## config.mk

```make
export PLATFORM = sky130hd
export DESIGN_NAME = alu_flag_stage_flat
export DESIGN_NICKNAME = d
export VERILOG_FILES = /design/src/rtl/alu_flag_stage_if.sv /design/src/rtl/alu_flag_stage.sv /design/src/flat_wrapper.sv
export SDC_FILE = /design/constraint.sdc
export NUM_CORES = 1
export LEC_CHECK = 0
export ABC_AREA = 1
export BUFFER_PORTS_ARGS = -buffer_cell sky130_fd_sc_hd__clkbuf_2
export CAP_MARGIN = 20
export CORE_MARGIN = 3
export CORE_UTILIZATION = 41
export DETAILED_ROUTE_END_ITERATION = 16
export HOLD_SLACK_MARGIN = 0.05
export MAX_ROUTING_LAYER = met4
export PLACE_DENSITY = 0.75
export RECOVER_POWER = 50
export SYNTH_ARGS = -nofsm -noshare
export SYNTH_HDL_FRONTEND = slang
export SYNTH_SLANG_ARGS = --single-unit
```

## constraint.sdc

```tcl
create_clock -name clock -period 1.1 [get_ports clock]
set_input_delay 0.11 -clock clock [delete_from_list [all_inputs] [get_ports clock]]
set_output_delay 0.11 -clock clock [all_outputs]
set_load 0.05 [all_outputs]
```

## src/rtl/alu_flag_stage_if.sv

```systemverilog
// Bus bundle between the execute stage and the ALU flag/branch-resolve stage.
// The master drives the execute-stage fields; the slave returns the registered results.
interface alu_flag_stage_if #(
    parameter int WIDTH = 64
);
    logic [WIDTH-1:0] F;
    logic [3:0]       status;
    logic             valid_in;
    logic             set_flags;
    logic [1:0]       br_type;
    logic [3:0]       cond;
    logic [4:0]       rd;
    logic             reg_write;
    logic             stall;
    logic             flush;

    logic [WIDTH-1:0] result;
    logic [4:0]       rd_out;
    logic             reg_write_out;
    logic             valid_out;
    logic [3:0]       flags;
    logic             branch_taken;

    modport master (
        output F, status, valid_in, set_flags, br_type, cond, rd, reg_write, stall, flush,
        input  result, rd_out, reg_write_out, valid_out, flags, branch_taken
    );

    modport slave (
        input  F, status, valid_in, set_flags, br_type, cond, rd, reg_write, stall, flush,
        output result, rd_out, reg_write_out, valid_out, flags, branch_taken
    );
endinterface

```

## src/rtl/alu_flag_stage.sv

```systemverilog
// One-cycle pipeline stage that registers the ALU result, owns the {V,C,N,Z}
// flag register and resolves B.cond / CBZ / CBNZ branch decisions.
module alu_flag_stage #(
    parameter int WIDTH = 64
) (
    input  logic         clock,
    input  logic         reset,
    alu_flag_stage_if.slave bus
);
    logic [WIDTH-1:0] result_r;
    logic [4:0]       rd_out_r;
    logic             reg_write_out_r;
    logic             valid_out_r;
    logic [3:0]       flags_r;
    logic             branch_taken_r;

    logic             taken_s;
    logic             branch_next_s;
    logic             capture_s;

    // Condition-code decode against a {V,C,N,Z} flag vector.
    function automatic logic cond_met(input logic [3:0] cc, input logic [3:0] fl);
        logic v;
        logic c;
        logic n;
        logic z;
        logic met;
        v = fl[3];
        c = fl[2];
        n = fl[1];
        z = fl[0];
        case (cc)
            4'd0:    met = z;
            4'd1:    met = ~z;
            4'd2:    met = c;
            4'd3:    met = ~c;
            4'd4:    met = n;
            4'd5:    met = ~n;
            4'd6:    met = v;
            4'd7:    met = ~v;
            4'd8:    met = c & ~z;
            4'd9:    met = ~c | z;
            4'd10:   met = (n == v);
            4'd11:   met = (n != v);
            4'd12:   met = ~z & (n == v);
            4'd13:   met = z | (n != v);
            4'd14:   met = 1'b1;
            4'd15:   met = 1'b1;
            default: met = 1'b0;
        endcase
        return met;
    endfunction

    // Branch decision for the instruction presented this cycle; B.cond sees the pre-update flags.
    always_comb begin
        taken_s = 1'b0;
        case (bus.br_type)
            2'b01:   taken_s = cond_met(bus.cond, flags_r);
            2'b10:   taken_s = (bus.F == {WIDTH{1'b0}});
            2'b11:   taken_s = (bus.F != {WIDTH{1'b0}});
            default: taken_s = 1'b0;
        endcase
        branch_next_s = bus.valid_in & taken_s;
        capture_s     = ~bus.stall & ~bus.flush;
    end

    // Stage registers: flush squashes, stall holds, otherwise capture.
    always_ff @(posedge clock or negedge reset) begin
        if (!reset) begin
            result_r        <= {WIDTH{1'b0}};
            rd_out_r        <= 5'd0;
            reg_write_out_r <= 1'b0;
            valid_out_r     <= 1'b0;
            flags_r         <= 4'b0000;
            branch_taken_r  <= 1'b0;
        end else if (bus.flush) begin
            valid_out_r     <= 1'b0;
            reg_write_out_r <= 1'b0;
            branch_taken_r  <= 1'b0;
        end else if (capture_s) begin
            result_r        <= bus.F;
            rd_out_r        <= bus.rd;
            valid_out_r     <= bus.valid_in;
            reg_write_out_r <= bus.valid_in & bus.reg_write;
            branch_taken_r  <= branch_next_s;
            if (bus.valid_in && bus.set_flags) begin
                flags_r <= bus.status;
            end else begin
                flags_r <= flags_r;
            end
        end else begin
            result_r        <= result_r;
            rd_out_r        <= rd_out_r;
            reg_write_out_r <= reg_write_out_r;
            valid_out_r     <= valid_out_r;
            flags_r         <= flags_r;
            branch_taken_r  <= branch_taken_r;
        end
    end

    assign bus.result        = result_r;
    assign bus.rd_out        = rd_out_r;
    assign bus.reg_write_out = reg_write_out_r;
    assign bus.valid_out     = valid_out_r;
    assign bus.flags         = flags_r;
    assign bus.branch_taken  = branch_taken_r;
endmodule
```

## src/flat_wrapper.sv

```systemverilog
// flat-port wrapper written by rule: the top's interface ports become plain ports
module alu_flag_stage_flat 
#(
    parameter int WIDTH = 64
)
  (clock, reset, bus_F, bus_status, bus_valid_in, bus_set_flags, bus_br_type, bus_cond, bus_rd, bus_reg_write, bus_stall, bus_flush, bus_result, bus_rd_out, bus_reg_write_out, bus_valid_out, bus_flags, bus_branch_taken);
  alu_flag_stage_if #(.WIDTH(WIDTH)) bus_i ();
  input  logic clock;
  input  logic reset;
  input wire logic [$bits(bus_i.F)-1:0] bus_F;
  input wire logic [$bits(bus_i.status)-1:0] bus_status;
  input wire logic [$bits(bus_i.valid_in)-1:0] bus_valid_in;
  input wire logic [$bits(bus_i.set_flags)-1:0] bus_set_flags;
  input wire logic [$bits(bus_i.br_type)-1:0] bus_br_type;
  input wire logic [$bits(bus_i.cond)-1:0] bus_cond;
  input wire logic [$bits(bus_i.rd)-1:0] bus_rd;
  input wire logic [$bits(bus_i.reg_write)-1:0] bus_reg_write;
  input wire logic [$bits(bus_i.stall)-1:0] bus_stall;
  input wire logic [$bits(bus_i.flush)-1:0] bus_flush;
  output wire logic [$bits(bus_i.result)-1:0] bus_result;
  output wire logic [$bits(bus_i.rd_out)-1:0] bus_rd_out;
  output wire logic [$bits(bus_i.reg_write_out)-1:0] bus_reg_write_out;
  output wire logic [$bits(bus_i.valid_out)-1:0] bus_valid_out;
  output wire logic [$bits(bus_i.flags)-1:0] bus_flags;
  output wire logic [$bits(bus_i.branch_taken)-1:0] bus_branch_taken;
  assign bus_i.F = bus_F;
  assign bus_i.status = bus_status;
  assign bus_i.valid_in = bus_valid_in;
  assign bus_i.set_flags = bus_set_flags;
  assign bus_i.br_type = bus_br_type;
  assign bus_i.cond = bus_cond;
  assign bus_i.rd = bus_rd;
  assign bus_i.reg_write = bus_reg_write;
  assign bus_i.stall = bus_stall;
  assign bus_i.flush = bus_flush;
  assign bus_result = bus_i.result;
  assign bus_rd_out = bus_i.rd_out;
  assign bus_reg_write_out = bus_i.reg_write_out;
  assign bus_valid_out = bus_i.valid_out;
  assign bus_flags = bus_i.flags;
  assign bus_branch_taken = bus_i.branch_taken;
  alu_flag_stage #(.WIDTH(WIDTH)) u_core (.clock(clock), .reset(reset), .bus(bus_i));
endmodule
```

; Word-level counts from Yosys, hierarchy flattened
; Index checks and enable logic that the tools add are counted.
[word_totals]
n_memories = 0
elab_cells = 55
latchBits = 0
inputBits = 86
output_inout_bits = 76
romBits = 0
ramBits = 0
register_bits = 76
[classes]
eq_ne = 20
n_shift = 0
n_mux = 8
n_lt_le_gt_ge = 0
add_sub_neg = 0
multipliers = 0
reduce_logical = 8
div_mod_pow = 0
bitwise_logic = 13
[op_table]
columns = op, count
row1 = logical NOT 64 bit, 1
row2 = nonzero test 64 bit, 1
row3 = equality test 4 bit (second input constant), 8
row4 = equality test 4 x 3 -> 1 bit (second input constant), 4
row5 = one-hot mux 1 bit (15 select lines), 1
row6 = equality test 4 x 2 -> 1 bit (second input constant), 2
row7 = two-way mux 1 bit, 6
row8 = NOT 1 bit, 6
row9 = AND 1 bit, 5
row10 = equality test 2 bit (second input constant), 2
row11 = equality test 4 x 1 -> 1 bit (second input constant), 1
row12 = logical NOT 4 bit, 1
row13 = one-hot mux 1 bit (3 select lines), 1
row14 = AND reduction 3 bit, 1
row15 = equality test 2 x 1 -> 1 bit (second input constant), 1
row16 = OR 1 bit, 2
row17 = AND reduction 2 bit, 1
row18 = nonzero test 2 bit, 1
row19 = OR reduction 2 bit, 1
row20 = equality test 1 bit, 1
row21 = logical AND 1 bit, 1
row22 = inequality test 1 bit, 1

; Logic depth before layout (Yosys ltp)
[depth]
ltp_word = 7
ltp_mapped = 12

; Worst setup path after synthesis
; Ideal clock, no wire load.
[synth_path]
kind = flip-flop to flip-flop
from = register u_core.flags_r[2] (netlist: u_core.bus.flags[2])
to = register u_core.branch_taken_r (netlist: u_core.bus.branch_taken)
slack_ns = -0.391
n_path_buf = 0
stages_incl_launch_ff = 12
synth_period_minus_slack_ns = 1.491
t_required_ns = 0.982
arrival_ns = 1.373
cell_sequence = dfrtp_1 -> inv_1 -> a21oi_1 -> nand2_1 -> nand2_1 -> nand2_1 -> nor2_1 -> nand2_1 -> nand2_1 -> nand2_1 -> nand2_1 -> nand2_1
[synth_between]
elab_chain_len = 7
elab_cells_between_ends = 8
[synth_rtl]
columns = item, line
row1 = "start, declared", alu_flag_stage.sv:14  ; logic [3:0] flags_r;
row2 = "start signal, assigned", alu_flag_stage.sv:87  ; flags_r <= bus.status;
row3 = "start signal, assigned", alu_flag_stage.sv:89  ; flags_r <= flags_r;
row4 = "start signal, assigned", alu_flag_stage.sv:96  ; flags_r <= flags_r;
row5 = NOT 1 bit, "alu_flag_stage.sv:36, alu_flag_stage.sv:42"
row6 = OR 1 bit, alu_flag_stage.sv:42  ; 4'd9: met = ~c | z;
row7 = one-hot mux 1 bit (15 select lines) *, alu_flag_stage.sv:32  ; case (cc)
row8 = one-hot mux 1 bit (3 select lines) *, alu_flag_stage.sv:57  ; case (bus.br_type)
row9 = AND 1 bit *, alu_flag_stage.sv:63  ; branch_next_s = bus.valid_in & taken_s;
row10 = two-way mux 1 bit *, alu_flag_stage.sv:80  ; end else if (capture_s) begin
row11 = two-way mux 1 bit *, alu_flag_stage.sv:76  ; end else if (bus.flush) begin
row12 = "end signal, assigned", alu_flag_stage.sv:85  ; branch_taken_r <= branch_next_s;
row13 = "end signal, assigned", alu_flag_stage.sv:97  ; branch_taken_r <= branch_taken_r;
row14 = "end, declared", alu_flag_stage.sv:15  ; logic branch_taken_r;
; Mark *: on every way between the ends. The rest lies on a longest branch, timed or not. The select of a mux whose other input is x is not followed.
; A chain may end at the register's enable or synchronous reset.

; Worst setup path in the final report
[layout_path]
from = register u_core.flags_r[3] (netlist: u_core.bus.flags[3])
to = register u_core.branch_taken_r (netlist: u_core.bus.branch_taken)
[layout_between]
elab_chain_len = 7
elab_cells_between_ends = 10
[layout_rtl]
columns = item, line
row1 = inequality test 1 bit or equality test 1 bit (tied branches), -
row2 = OR 1 bit or AND 1 bit (tied branches), "alu_flag_stage.sv:46, alu_flag_stage.sv:45"
row3 = one-hot mux 1 bit (15 select lines) *, alu_flag_stage.sv:32
row4 = one-hot mux 1 bit (3 select lines) *, alu_flag_stage.sv:57
row5 = AND 1 bit *, alu_flag_stage.sv:63
row6 = two-way mux 1 bit *, alu_flag_stage.sv:80
row7 = two-way mux 1 bit *, alu_flag_stage.sv:76
; Marked as above.

==> out/qor.yml <==
route:
  drc: 0
  drtIter0Drc: 142
  ant_nets: 0
  vias: 3711
  drt-pass1-iter-count: 4
  wl_per_cell_um: 12.6
  avgViaCountPerCell: 4.68
  routed_wl_mm: 9.96
power:
  irDropWorstVdd_mv: 0.887
  p_leak_nw: 3.07
  power_mw: 8.49
  power_density_nw_per_um2: 1560
finish:
  antenna_cells: 0
  fillers: 611
  final_layout_size_suffix_gt1_share_pct: 31.3
  final_cells: 793
  fin_area_um2: 5430
  final_nets: 773
  syn2layout_area_growth_pct: 63.5
synth:
  synth_area_per_cell_um2: 7.58
  yosys.area_share.simple_pct: 35.5
  synth.largest_area_cell: "dfrtp_1"
  muxShareOfSynthArea_pct: 0
  mappedNetlistArea_um2: 3320
  seq_area_frac_synth_pct: 57.3
  synthesis.nets: 524
  synth_compound_area_share_pct: 2.90
  ys_ff_latch: 76
  synthAdderAreaFrac_pct: 0
  synth_cell_types: 15
  yosys_warnings: 0
  synth_top_family_by_area: "simple AND/OR/NAND/NOR gates"
  syn_inst: 438
  synth_xor_area_share_pct: 0
  synth_area_leaders: "dfrtp_1 57%, nand2_1 27%, nor2_1 5.8%"
  synth.top_cell.area_share_pct: 57.3
timing:
  fin_crit_sh_pct: 117
  timing.fmax_mhz: 778
  maxSlewViolCount: 0
  period_needed_ns: 1.29
  finalSetupViolCount: 4
  max_slew_margin_pct: 65.8
  fin_skew_ns: 0.00485
  whs_ns: 0.0745
  worst_slew_pin_slew_ns: 0.514
  setup_ws_ns: -0.186
  rsz0062_at_grt: "true"
  finalHoldViolCount: 0
global_route:
  grt_max_degree: 43
  grt.total_usage_pct: 22.5
  grt_pass1_vias: 3619
  antenna_found_initial: 0
  grt_pass1_wl_mm: 15.8
  overflow: 0
critical_path:
  worstSetupEndpoint: "u_core.bus.branch_taken"
  cp-end-kind: "flip-flop"
  worst-path-buf-inv: 1
  path_cells: "inv_2 > nand2_2 > nand3b_1 > nand2_1 > nand2_1 > nand2_1 > nor2_1 > nand2_1 > nand2_1 > nand2_1 > nand2_1 > nand2_1"
  start_kind: "flip-flop"
  r2r-start: "u_core.bus.flags[3]"
  crit_type: "flip-flop to flip-flop"
  worst_path_largest_cell_delay_ns: 0.43
  cp_slowest_cell: "dfrtp_2"
  reg2reg_depth: 12
  cp.arrival_ns: 1.51
  crit_family: "simple AND/OR/NAND/NOR gates"
  r2r_slack_ns: -0.19
  crit_start: "u_core.bus.flags[3]"
  cp.depth: 12
  cp_max_fo: 3
  r2r-end: "u_core.bus.branch_taken"
  required_ns: 1.32
  crit_top_cell: "nand2_1"
die:
  fp.coreArea_um2: 7810
  rows: 32
  die-area_um2: 9220
  die_x_um: 96.0
  floorplan.initialDensity_pct: 42.5
  io_pins: 162
  die_y_um: 96.0
placed_design:
  io_buffers: 161
  dp_hpwl_mm: 6.81
  gp_congestion: 0.854
  dp_cells: 716
  placed_cell_area_um2: 4490
clock_tree:
  cts_sinks: 76
  clk_pin_slew_ns: 0.08
  clockBufferDepth: 2
  htreeDepth: 3
  numCtsBuffers: 9
  cts_root_buf: "clkbuf_8"
  cts_tree: "yes"
  clock_latency_ns: 0.33
run_status:
  run_status: "finished with violations"
  violations: "setup timing"
min_path:
  min_path_type: "primary input to flip-flop"
flow_run:
  cap_violations: 0
-- synth_stat cells, drive strengths merged --
| cell | number |
|---|---|
| a22o | 1 |
| nor3 | 1 |
| o21ai | 10 |
| o211ai | 1 |
| dfrtp | 76 |
| nand2 | 242 |
| nor2 | 52 |
| nand3b | 1 |
| buf | 4 |
| a21oi | 6 |
| nand3 | 11 |
| clkbuf | 10 |
| inv | 23 |
-- flip-flops by register name, indices dropped and copies added (netlist names) --
| register | count |
|---|---|
| u_core.bus.branch_taken | 1 |
| u_core.bus.flags | 4 |
| u_core.bus.rd_out | 5 |
| u_core.bus.reg_write_out | 1 |
| u_core.bus.result | 64 |
| u_core.bus.valid_out | 1 |
-- where the power goes --
| part | leakage [nW] | internal, mW | total (mW) | switching [mW] |
|---|---|---|---|---|
| clock network | 0.105 | 1.16 | 2.13 | 0.969 |
| logic | 2.03 | 0.993 | 3.01 | 2.01 |
| registers | 0.934 | 3.15 | 3.36 | 0.212 |
-- how the worst min path moves through the flow --
stage	slack, ns	from	cells past startpoint	endpoint
2_1_floorplan	-0.19	reset	0	u_core.bus.branch_taken
3_3_place_gp	-0.05	reset	1	u_core.bus.result[9]
3_5_place_dp	-0.05	reset	1	u_core.bus.result[9]
4_1_cts	0.07	bus_F[3]	3	u_core.bus.result[3]
5_1_grt	0.08	bus_F[5]	4	u_core.bus.result[5]
6_report	0.07	bus_F[3]	3	u_core.bus.result[3]
-- per-stage QoR --
step	TNS [ns]	setup slack, ns	util [%]
floorplan	-0.197	-0.197	-
global placement	-0.106	-0.106	57.5
detailed placement	-0.153	-0.153	57.5
CTS	-0.409	-0.187	69.2
global route	-0.879	-0.309	69.6
finish	-0.333	-0.186	69.6
-- routing by layer --
| metal | up-vias | wire (um) | global-route usage [%] |
|---|---|---|---|
| met5 | - | 0 | - |
| li1 | 1826 | - | - |
| met3 | 20 | 625 | 4.30 |
| met2 | 135 | 5160 | 38.7 |
| met1 | 1730 | 4000 | 26.4 |
| met4 | 0 | 174 | 7.35 |
-- layout make-up --
cell class | instances | area [um2] | area share [%]
clock buffers | 11 | 151 | 2.79
clock inverters | 4 | 48.8 | 0.899
inverters | 23 | 86.3 | 1.59
multi-input cells | 325 | 1280 | 23.5
flip-flops and latches | 76 | 1910 | 35.1
well taps | 102 | 128 | 2.35
repair buffers | 252 | 1830 | 33.8
-- cell usage in the layout, fill, tap and decap left out, types with 2 or more instances in the layout --
cell type and n:
dlygate4sd3_1 60, nand2_1 240, dfrtp_1 72, inv_2 4, dfrtp_2 4, nand2_2 2
buf_6 5, clkinv_2 2, buf_2 25, a21oi_1 5, clkbuf_8 11, buf_4 22
clkbuf_2 85, clkbuf_1 2, inv_1 19, clkbuf_16 2, clkbuf_4 49, o21ai_0 10
nor2_1 52, nand3_1 11
-- worst min-delay path, stage by stage --
cell      delay (ns)
clkbuf_2        0.08
inv_1           0.07
o21ai_0         0.09
-- logic make-up after synthesis --
group | Yosys count
and+or+nand+nor | 307
DFF | 76
buffers and inverters | 37
AOI/OAI and AO/OA | 18
-- repair_timing --
item | CTS | global route
endpoints found under the setup margin | 21 | 61
hold buffers | 60 | 0
gates resized for setup | 27 | 89
buffers inserted | 2 | 1
hold endpoints to repair | 135 | 0
No activity file was read; power rests on OpenSTA's default activity.
